`src/rtl/uart_pkg.sv`:
```
// Shared UART definitions.
// Used by both ends of the serial link.
package uart_pkg;

  localparam int DATA_BITS = 8;

  // 16 MHz / 115200 baud
  localparam int CLKS_PER_BIT_DEF = 139;

  typedef enum logic [2:0] {
    IDLE,
    START,
    DATA,
    STOP,
    BREAK
  } rx_state_e;

endpackage

```
`src/rtl/uart_rx_if.sv`:
```
// Receiver output bundle.
// Byte, strobes and busy flag.
interface uart_rx_if
  import uart_pkg::*;
();

  logic [DATA_BITS-1:0] data;
  logic                 valid;
  logic                 frame_err;
  logic                 busy;

  modport master (
    output data,
    output valid,
    output frame_err,
    output busy
  );

  modport slave (
    input data,
    input valid,
    input frame_err,
    input busy
  );

endinterface

```
`src/rtl/sync_2ff.sv`:
```
// Two-flop synchronizer for async inputs.
// Reset value is a parameter.
module sync_2ff #(
  parameter logic RST_VAL = 1'b0
) (
  input  logic clk,
  input  logic rst_n,
  input  logic d,
  output logic q
);

  logic s1;

  // metastability filter: d -> s1 -> q
  always_ff @(posedge clk or negedge rst_n) begin
    if (!rst_n) begin
      s1 <= RST_VAL;
      q  <= RST_VAL;
    end else begin
      s1 <= d;
      q  <= s1;
    end
  end

endmodule

```
`src/rtl/uart_rx.sv`:
```
// 8N1 serial receiver.
// Mid-bit sampling, break detect.
module uart_rx
  import uart_pkg::*;
#(
  parameter int CLKS_PER_BIT = CLKS_PER_BIT_DEF
) (
  input  logic       clk,
  input  logic       rst_n,
  input  logic       rx,
  uart_rx_if.master  bus
);

  localparam int HALF = CLKS_PER_BIT / 2;
  localparam int CW   = $clog2(CLKS_PER_BIT);

  localparam logic [CW-1:0] HALF_M1 =
    CW'(HALF - 1);
  localparam logic [CW-1:0] BIT_M1 =
    CW'(CLKS_PER_BIT - 1);
  localparam logic [2:0] IDX_LAST =
    3'(DATA_BITS - 1);

  logic                 rx_s;

  rx_state_e            state;
  rx_state_e            state_n;
  logic [CW-1:0]        cnt;
  logic [CW-1:0]        cnt_n;
  logic [2:0]           idx;
  logic [2:0]           idx_n;
  logic [DATA_BITS-1:0] sh;
  logic [DATA_BITS-1:0] sh_n;
  logic [DATA_BITS-1:0] data_q;
  logic [DATA_BITS-1:0] data_n;
  logic                 valid_q;
  logic                 valid_n;
  logic                 ferr_q;
  logic                 ferr_n;

  sync_2ff #(
    .RST_VAL (1'b1)
  ) u_sync (
    .clk   (clk),
    .rst_n (rst_n),
    .d     (rx),
    .q     (rx_s)
  );

  // state, counters, shifter and outputs
  always_ff @(posedge clk or negedge rst_n) begin
    if (!rst_n) begin
      state   <= IDLE;
      cnt     <= '0;
      idx     <= '0;
      sh      <= '0;
      data_q  <= '0;
      valid_q <= 1'b0;
      ferr_q  <= 1'b0;
    end else begin
      state   <= state_n;
      cnt     <= cnt_n;
      idx     <= idx_n;
      sh      <= sh_n;
      data_q  <= data_n;
      valid_q <= valid_n;
      ferr_q  <= ferr_n;
    end
  end

  // next state; strobes default low
  always_comb begin
    state_n = state;
    cnt_n   = cnt + 1'b1;
    idx_n   = idx;
    sh_n    = sh;
    data_n  = data_q;
    valid_n = 1'b0;
    ferr_n  = 1'b0;

    unique case (state)
      IDLE: begin
        cnt_n = '0;
        if (!rx_s) begin
          state_n = START;
        end
      end

      START: begin
        if (cnt == HALF_M1) begin
          cnt_n = '0;
          idx_n = '0;
          // line back high: glitch, not a start
          if (rx_s) begin
            state_n = IDLE;
          end else begin
            state_n = DATA;
          end
        end
      end

      DATA: begin
        if (cnt == BIT_M1) begin
          cnt_n = '0;
          // LSB arrives first, ends in bit 0
          sh_n  = {rx_s, sh[DATA_BITS-1:1]};
          if (idx == IDX_LAST) begin
            state_n = STOP;
          end else begin
            idx_n = idx + 3'd1;
          end
        end
      end

      STOP: begin
        if (cnt == BIT_M1) begin
          cnt_n = '0;
          if (rx_s) begin
            data_n  = sh;
            valid_n = 1'b1;
            state_n = IDLE;
          end else begin
            ferr_n  = 1'b1;
            state_n = BREAK;
          end
        end
      end

      BREAK: begin
        // hold off until the line idles
        cnt_n = '0;
        if (rx_s) begin
          state_n = IDLE;
        end
      end

      default: begin
        cnt_n   = '0;
        state_n = IDLE;
      end
    endcase
  end

  assign bus.data      = data_q;
  assign bus.valid     = valid_q;
  assign bus.frame_err = ferr_q;
  assign bus.busy      = (state != IDLE);

endmodule

```
`src/flat_wrapper.sv`:
```
// flat-port wrapper written by rule: the top's interface ports become plain ports
module uart_rx_flat import uart_pkg::*;
#(
  parameter int CLKS_PER_BIT = CLKS_PER_BIT_DEF
)
  (clk, rst_n, rx, bus_data, bus_valid, bus_frame_err, bus_busy);
  uart_rx_if bus_i ();
  input  logic clk;
  input  logic rst_n;
  input  logic rx;
  output wire logic [$bits(bus_i.data)-1:0] bus_data;
  output wire logic [$bits(bus_i.valid)-1:0] bus_valid;
  output wire logic [$bits(bus_i.frame_err)-1:0] bus_frame_err;
  output wire logic [$bits(bus_i.busy)-1:0] bus_busy;
  assign bus_data = bus_i.data;
  assign bus_valid = bus_i.valid;
  assign bus_frame_err = bus_i.frame_err;
  assign bus_busy = bus_i.busy;
  uart_rx #(.CLKS_PER_BIT(CLKS_PER_BIT)) u_core (.clk(clk), .rst_n(rst_n), .rx(rx), .bus(bus_i));
endmodule
```
`config.mk`:
```
export PLATFORM = sky130hd
export DESIGN_NAME = uart_rx_flat
export DESIGN_NICKNAME = d
export VERILOG_FILES = /design/src/rtl/uart_pkg.sv /design/src/rtl/uart_rx_if.sv /design/src/rtl/sync_2ff.sv /design/src/rtl/uart_rx.sv /design/src/flat_wrapper.sv
export SDC_FILE = /design/constraint.sdc
export NUM_CORES = 1
export LEC_CHECK = 0
export BUFFER_PORTS_ARGS = -buffer_cell sky130_fd_sc_hd__buf_2
export CAP_MARGIN = 5
export CORE_UTILIZATION = 60
export CTS_BUF_LIST = sky130_fd_sc_hd__clkbuf_4 sky130_fd_sc_hd__clkbuf_8
export DETAILED_ROUTE_END_ITERATION = 8
export PLACE_DENSITY = 0.78
export SLEW_MARGIN = 20
export SYNTH_ARGS = -nofsm -noshare
export SYNTH_HDL_FRONTEND = slang
export SYNTH_SLANG_ARGS = --single-unit
```
`constraint.sdc`:
```
create_clock -name clk -period 2.6 [get_ports clk]
set_input_delay 0.52 -clock clk [delete_from_list [all_inputs] [get_ports clk]]
set_output_delay 0.52 -clock clk [all_outputs]
set_load 0.05 [all_outputs]
```
==> results.cfg, run 1 <==
[timing]
slew_violations = 0
worst_pin_slew_ns = 0.727
max_freq_mhz = 513
post-route-period-util = 0.750
finClkSkew_ns = 0.0106
finalSetupTns_ns = 0
hold_viol_final = 0
setup_viol = 0
maxSlewHeadroom = 0.515
min_period_ns = 1.95
rsz0062_at_grt = no
fin_ws_ns = 0.649

[die]
rows = 18
start_util = 0.628
die-area_mm2 = 0.00278
ios = 14
die_x_um = 52.7
die_y_um = 52.7
core_area_mm2 = 0.00245

[drt]
wl_um = 2450
vias = 889
antenna_left = 0
viasPerCell = 5.56
drt_pass1_iterations = 2
drt_iter0_drc = 1
drcViolationCount = 0
wl_per_cell_um = 15.3

[setup_path]
setup.worst_path.start_class = flip-flop
cpPeakStageDelay_ns = 0.48
crit_path_max_fanout = 7
crit_slowest_cell = dfrtp_1
rrSetupSlack_ns = 0.78
crit_end = bus_busy
cp.required_ns = 2.08
critical_path_class = flip-flop to primary output
path_buf_inv = 1
r2r-start = u_core.cnt[0]
cp_num_cells = 2
crit_family = flip-flops
crit_path_cell_trace = or3_1 > buf_2
worstSetupEndpointType = primary output
r2r_cells = 6
critical_path_arrival_ns = 1.43
timing.rr.end = u_core.bus.data[3]
crit_start = u_core.state[1]

[flow_run]
max_cap_violations = 0

[logic_synthesis]
synth.top_cell.area_share = 0.519
yosysWarnings = 0
ys.flop_type = dfrtp_1
seq_area_frac_synth = 0.554
ys_top_cells_by_area = dfrtp_1 (52%), mux2_4 (7.8%), mux2_2 (7.3%)
yosys.area.top_type = dfrtp_1
post-synth-top-count-cell = dfrtp_1
ys_ff_latch = 34
synth.distinct_cells = 36
synth_nets = 120
synth_common_cells = dfrtp_1 (32), nor2_1 (11), mux2_2 (10), mux2_4 (8), nand3_1 (6)
synth_cells = 112
async_flop_share = 1.00
synth_edf_count = 0
avgSynthCellArea_um2 = 13.8
synth_area_mm2 = 0.00154

[worst_hold_path]
worstHoldPathType = input port to asynchronous set/reset pin

[cts]
htree_levels = 2
cts_tree = built
clk_pin_slew_ns = 0.11
post_cts_resized = 0
postCtsSetupBuffers = 0
clock_latency_ns = 0.33
hold_buffers = 0
clockRootBuffer = clkbuf_4
cts_buffer_depth = 2
cts.sinks = 34
cts-buffers-inserted = 5

[placement]
placed_cells = 152
gp_congestion = 0.746
portBuffers = 13
place_hpwl_um = 1770
pre_cts_slack_ns = 0.776

[global_route]
antenna_found_initial = 0
grt_pass1_vias = 892
grt.total_usage = 0.219
grt_start_max_net_pins = 35
grt-ovfl-total = 0
grt_pass1_wl_um = 4120

[layout]
diodes = 0
final_core_util = 0.683
synthToLayoutAreaGrowth_pct = 8.77
fin_nets = 137
drive_above_1_share = 0.369
n_fill_cell = 179
final-instance-count-excl-fill = 160

[pwr]
fin_total_pwr_mw = 0.853
vdd_drop_max_v = 0.000443
power_density_mw_per_mm2 = 509
p_leak_nw = 0.825

[outcome]
outcome = finished clean
layer usage:
metal  share of wire  vias to the layer above  wire length, um  GRT usage
met1            0.49                      446             1190      0.282
met2            0.47                       12             1140      0.331
met5               0                        -                0          0
met3           0.032                        5               79     0.0870
met4           0.014                        0               34     0.0789
li1                -                      426                -          -
worst min path at each step:
stage,start,to,slack (ns)
2_1_floorplan,rst_n,u_core.bus.data[0],0.22
3_3_place_gp,u_core.u_sync.s1,u_core.u_sync.q,0.35
3_5_place_dp,u_core.u_sync.s1,u_core.u_sync.q,0.35
4_1_cts,rst_n,u_core.idx[1],0.24
5_1_grt,rx,u_core.u_sync.s1,0.25
6_report,rst_n,u_core.bus.data[1],0.23
where the power goes:
part	internal [mW]	leakage [nW]	switching, mW
sequential	0.531	0.453	0.00183
clock	0.130	0.0343	0.178
combinational	0.00143	0.337	0.0102
worst register-to-register path, cell delays in order (launching register included):
cell and delay, ns:
dfrtp_1 0.43, inv_1 0.10, ha_1 0.14, and4bb_1 0.20
and2_4 0.18, and4_4 0.34, mux2_4 0.33
state kept, by name, indices dropped and copies added, names as in the netlist:
signal,count
u_core.bus.data,8
u_core.bus.frame_err,1
u_core.bus.valid,1
u_core.cnt,8
u_core.idx,3
u_core.sh,8
u_core.state,3
u_core.u_sync.q,1
u_core.u_sync.s1,1
cell families (layout without fill, tap and decap cells):
kind of cell / after synthesis / after routing / synth area share
multiplexers: 18 / 18 / 0.151
AO/OA/AOI/OAI: 7 / 7 / 0.0479
adder cells (fa/ha/maj): 5 / 5 / 0.0406
flip-flops: 34 / 34 / 0.554
XOR/XNOR: 6 / 6 / 0.0341
AND/OR/NAND/NOR: 37 / 37 / 0.148
buffers and inverters: 5 / 23 / 0.0252
area by class of cell:
type | instances | area [um2] | area share
Inverter | 2 | 7.51 | 0.00448
Clock buffer | 6 | 51.3 | 0.0306
Tap cell | 30 | 37.5 | 0.0224
Timing Repair Buffer | 13 | 65.1 | 0.0388
Sequential cell | 34 | 853 | 0.509
Clock inverter | 2 | 12.5 | 0.00746
Multi-Input combinational cell | 73 | 649 | 0.387
cell usage in the layout, fill, tap and decap left out, types with 2 or more instances in the layout:
| cell | count |
|---|---|
| nand3_1 | 6 |
| xor2_1 | 5 |
| buf_2 | 13 |
| mux2_4 | 8 |
| inv_1 | 2 |
| clkbuf_4 | 5 |
| nor3_1 | 3 |
| nor3b_1 | 2 |
| a22o_1 | 2 |
| nor2_1 | 11 |
| dfrtp_1 | 32 |
| dfstp_2 | 2 |
| ha_1 | 5 |
| mux2_2 | 10 |
stage by stage:
| stage | hold WS (ns) | area [um2] |
|---|---|---|
| after floorplan | 0.224 | 1540 |
| after global placement | 0.350 | 1610 |
| after CTS | 0.242 | 1680 |
| after detailed placement | 0.354 | 1610 |
| final | 0.229 | 1680 |
| after global routing | 0.245 | 1680 |
Note: power is estimated with default switching activity, not from simulation.
==> run 2, diff against run 1 <==
Clock period 2.6 ns to 2 ns, I/O delays scaled along.
==> run 2 against run 1 <==
Power grew 29%. Clock-buffer cell count is the same. Clock skew grew 0.0033 ns. Via count grew 1.7%. Combinational power grew 28%. Largest cell class unchanged.
==> results.cfg, run 2 (synthesized netlist as in run 1, its figures left out) <==
[outcome]
outcome = finished clean

[cts]
post_cts_resized = 0
htree_levels = 2
clk_pin_slew_ns = 0.11
clockRootBuffer = clkbuf_4
postCtsSetupBuffers = 0
cts_buffer_depth = 2
cts-buffers-inserted = 5
cts.sinks = 34
cts_tree = built
clock_latency_ns = 0.34
hold_buffers = 0

[global_route]
antenna_found_initial = 0
grt.total_usage = 0.221
grt-ovfl-total = 0
grt_start_max_net_pins = 35
grt_pass1_wl_um = 4100
grt_pass1_vias = 854

[flow_run]
max_cap_violations = 0

[drt]
drcViolationCount = 0
wl_um = 2410
wl_per_cell_um = 15.0
drt_iter0_drc = 9
vias = 904
drt_pass1_iterations = 2
viasPerCell = 5.61
antenna_left = 0

[die]
start_util = 0.628
die_y_um = 52.7
die_x_um = 52.7
rows = 18
die-area_mm2 = 0.00278
core_area_mm2 = 0.00245
ios = 14

[worst_hold_path]
worstHoldPathType = input port to asynchronous set/reset pin

[layout]
n_fill_cell = 187
multi_input_area_um2 = 649
fin_nets = 138
final_core_util = 0.686
synthToLayoutAreaGrowth_pct = 9.25
drive_above_1_share = 0.374
layout_commonest_cell = dfrtp_1
diodes = 0
area.sequential_um2 = 853
final_cell_mix = dfrtp_1 (32), buf_2 (13), nor2_1 (11)

[timing]
maxSlewHeadroom = 0.523
worst_pin_slew_ns = 0.715
hold_viol_final = 0
max_freq_mhz = 550
finalSetupTns_ns = 0
post-route-period-util = 0.909
rsz0062_at_grt = no
setup_viol = 0
min_period_ns = 1.82
slew_violations = 0
finClkSkew_ns = 0.0138

[setup_path]
critical_path_class = flip-flop to primary output
crit_path_max_fanout = 7
critical_path_arrival_ns = 1.42
cp.required_ns = 1.60
worstSetupEndpointType = primary output
setup.worst_path.start_class = flip-flop

[placement]
portBuffers = 13
place_hpwl_um = 1730
gp_congestion = 0.746

[pwr]
power_density_mw_per_mm2 = 655
vdd_drop_max_v = 0.000608
p_leak_nw = 0.830
==> run 2: cell types whose count changed in the layout (fill, tap and decap cells not counted), sizes merged <==
cell	delta
buf	+1
==> run 2: critical path, cell delays in order (launching register included) <==
cell     delay (ns)
dfrtp_1        0.48
or3_1          0.39
buf_2          0.21
==> run 2: area by class of cell <==
class,instances,share of cell area
timing repair buffer,14,0.0431
multi-input combinational,73,0.386
sequential,34,0.507
tap,30,0.0223
clock buffer,6,0.0305
inverter,2,0.00446
clock inverter,2,0.00743
==> run 2: final timing paths <==
kind,slack (ns),depth (start not counted),to,startpoint
hold reg to reg,0.36,0,u_core.u_sync.q,u_core.u_sync.s1
max in group asynchronous,1.43,1,u_core.cnt[0],rst_n
setup reg to reg,0.19,6,u_core.bus.data[0],u_core.cnt[0]
min in group clk,0.16,1,u_core.u_sync.s1,rx
hold / removal,0.10,1,u_core.state[1],rst_n
setup / recovery,0.18,2,bus_busy,u_core.state[1]
==> run 2: through the flow <==
step | setup slack (ns) | total power [mW] | hold slack (ns) | cells | instance area (um2)
CTS | 0.169 | 1.12 | 0.110 | 161 | 1680
global route | 0.0318 | 1.16 | 0.121 | 161 | 1680
floorplan | 0.263 | 0.707 | 0.104 | 112 | 1540
global placement | 0.222 | 0.722 | 0.349 | 153 | 1620
detailed placement | 0.179 | 0.723 | 0.351 | 153 | 1620
finish | 0.182 | 1.10 | 0.101 | 161 | 1680
==> run 2: metal layers <==
layer	vias to the layer above	track usage	routed length, um
li1	436	-	-
met1	450	0.283	1090
met2	12	0.331	1180
met3	6	0.0870	92
met4	0	0.0921	48
met5	-	0	0
==> run 2: where the power goes <==
part	internal (mW)	leakage (nW)	switching, mW	total, mW
combinational	0.00185	0.343	0.0131	0.0149
sequential	0.691	0.453	0.00233	0.693
clock	0.169	0.0343	0.226	0.395
==> run 3, diff against run 2 <==
--- a/config.mk
+++ b/config.mk
@@ -11,2 +11,3 @@
 export CTS_BUF_LIST = sky130_fd_sc_hd__clkbuf_4 sky130_fd_sc_hd__clkbuf_8
+export CTS_CLUSTER_DIAMETER = 120
 export DETAILED_ROUTE_END_ITERATION = 8
==> constraint.sdc (replaced) <==
create_clock -name clk -period 2 [get_ports clk]
set_input_delay 0.1 -clock clk [delete_from_list [all_inputs] [get_ports clk]]
set_output_delay 0.1 -clock clk [all_outputs]
set_load 0.05 [all_outputs]
==> run 3 against run 2 <==
Sequential share of layout area fell by 0.59 points. Cell area is 1.2% higher. Clock power is essentially flat. Power grew 0.27%. Register-to-register slack about the same.
==> results.cfg, run 3 (synthesized netlist as in run 1, its figures left out) <==
[setup_path]
critical_path_arrival_ns = 2.05
r2r-start = u_core.cnt[0]
timing.rr.end = u_core.bus.data[0]
cp.required_ns = 2.24
r2r_cells = 6
setup.worst_path.start_class = flip-flop
worstSetupEndpointType = flip-flop
critical_path_class = flip-flop to flip-flop
rrSetupSlack_ns = 0.19
crit_path_max_fanout = 9

[pwr]
power_density_mw_per_mm2 = 649
vdd_drop_max_v = 0.000608
p_leak_nw = 0.839

[timing]
worst_pin_slew_ns = 0.716
fin_ws_ns = 0.186
post-route-period-util = 0.907
hold_viol_final = 0
setup_viol = 0
rsz0062_at_grt = no
min_period_ns = 1.81
slew_violations = 0
finalSetupTns_ns = 0
max_freq_mhz = 551
maxSlewHeadroom = 0.522
finClkSkew_ns = 0.0139

[die]
die_y_um = 52.7
ios = 14
rows = 18
die-area_mm2 = 0.00278
die_x_um = 52.7
core_area_mm2 = 0.00245
start_util = 0.628

[drt]
wl_um = 2430
vias = 910
viasPerCell = 5.58
drt_pass1_iterations = 2
antenna_left = 0
wl_per_cell_um = 14.9
drcViolationCount = 0
drt_iter0_drc = 9

[cts]
htree_levels = 2
post_cts_resized = 0
clock_latency_ns = 0.34
cts_buffer_depth = 2
cts.sinks = 34
clk_pin_slew_ns = 0.11
clockRootBuffer = clkbuf_4
cts_tree = built
cts-buffers-inserted = 5

[placement]
gp_congestion = 0.746
place_hpwl_um = 1730
portBuffers = 13
pre_cts_slack_ns = 0.179

[global_route]
grt_pass1_wl_um = 4100
grt_start_max_net_pins = 35
grt.total_usage = 0.221
antenna_found_initial = 0
grt-ovfl-total = 0
grt_pass1_vias = 854

[layout]
synthToLayoutAreaGrowth_pct = 10.6
fin_nets = 140
layout_commonest_cell = dfrtp_1
n_fill_cell = 185
final_cell_mix = dfrtp_1 (32), buf_2 (13), nor2_1 (11)
diodes = 0
drive_above_1_share = 0.368

[flow_run]
max_cap_violations = 0

[worst_hold_path]
worstHoldPathType = input port to asynchronous set/reset pin

[outcome]
outcome = finished clean
[run 3: changes by cell type in the layout (fill, tap and decap cells not counted)]
cell           change
dlygate4sd3_1      +2
[run 3: critical path, cell delays in order (launching register included)]
cell      delay (ns)
dfrtp_1         0.43
inv_1           0.10
ha_1            0.14
and4bb_1        0.20
and2_4          0.18
and4_4          0.35
mux2_4          0.32
[run 3: area by class of cell]
class	instances	area, um2	area share
Clock buffer	6	51.3	0.0301
Clock inverter	2	12.5	0.00734
Inverter	2	7.51	0.00441
Multi-Input combinational cell	73	649	0.381
Sequential cell	34	853	0.501
Tap cell	30	37.5	0.0220
Timing Repair Buffer	16	92.6	0.0543
[run 3: what timing repair did]
action	CTS	global route
hold buffers	2	0
endpoints found under the hold margin	33	0
buffers inserted	0	0
[run 3: where the power goes]
group	internal (mW)	leakage, nW	total (mW)	switching [mW]
registers	0.691	0.453	0.693	0.00233
clock network	0.169	0.0343	0.395	0.226
logic	0.00437	0.351	0.0179	0.0135
[run 3: metal layers]
layer  global-route usage  up-vias  share of wire
met2                0.331       12           0.49
li1                     -      440              -
met3               0.0870        6          0.037
met5                    0        -              0
met4               0.0921        0          0.020
met1                0.283      452           0.45
[run 3: metrics by stage]
stage          power [mW]  instance area, um2  utilization  hold slack (ns)  instances
3_5_place_dp        0.723                1620        0.660            0.198        153
3_3_place_gp        0.722                1620        0.660            0.188        153
5_1_grt              1.16                1700        0.694            0.370        163
6_report             1.11                1700        0.694            0.337        163
2_1_floorplan       0.707                1540            -           -0.196        112
4_1_cts              1.13                1700        0.694            0.352        163
[run 3: worst max-delay path by stage]
stage | from | endpoint | cells after the start
final | u_core.cnt[0] | u_core.bus.data[0] | 6
after global routing | u_core.cnt[0] | u_core.idx[0] | 6
after CTS | u_core.cnt[0] | u_core.sh[6] | 5
after detailed placement | u_core.cnt[0] | u_core.bus.data[0] | 6
after global placement | u_core.cnt[0] | u_core.bus.data[6] | 6
after floorplan | u_core.cnt[0] | u_core.bus.data[0] | 7
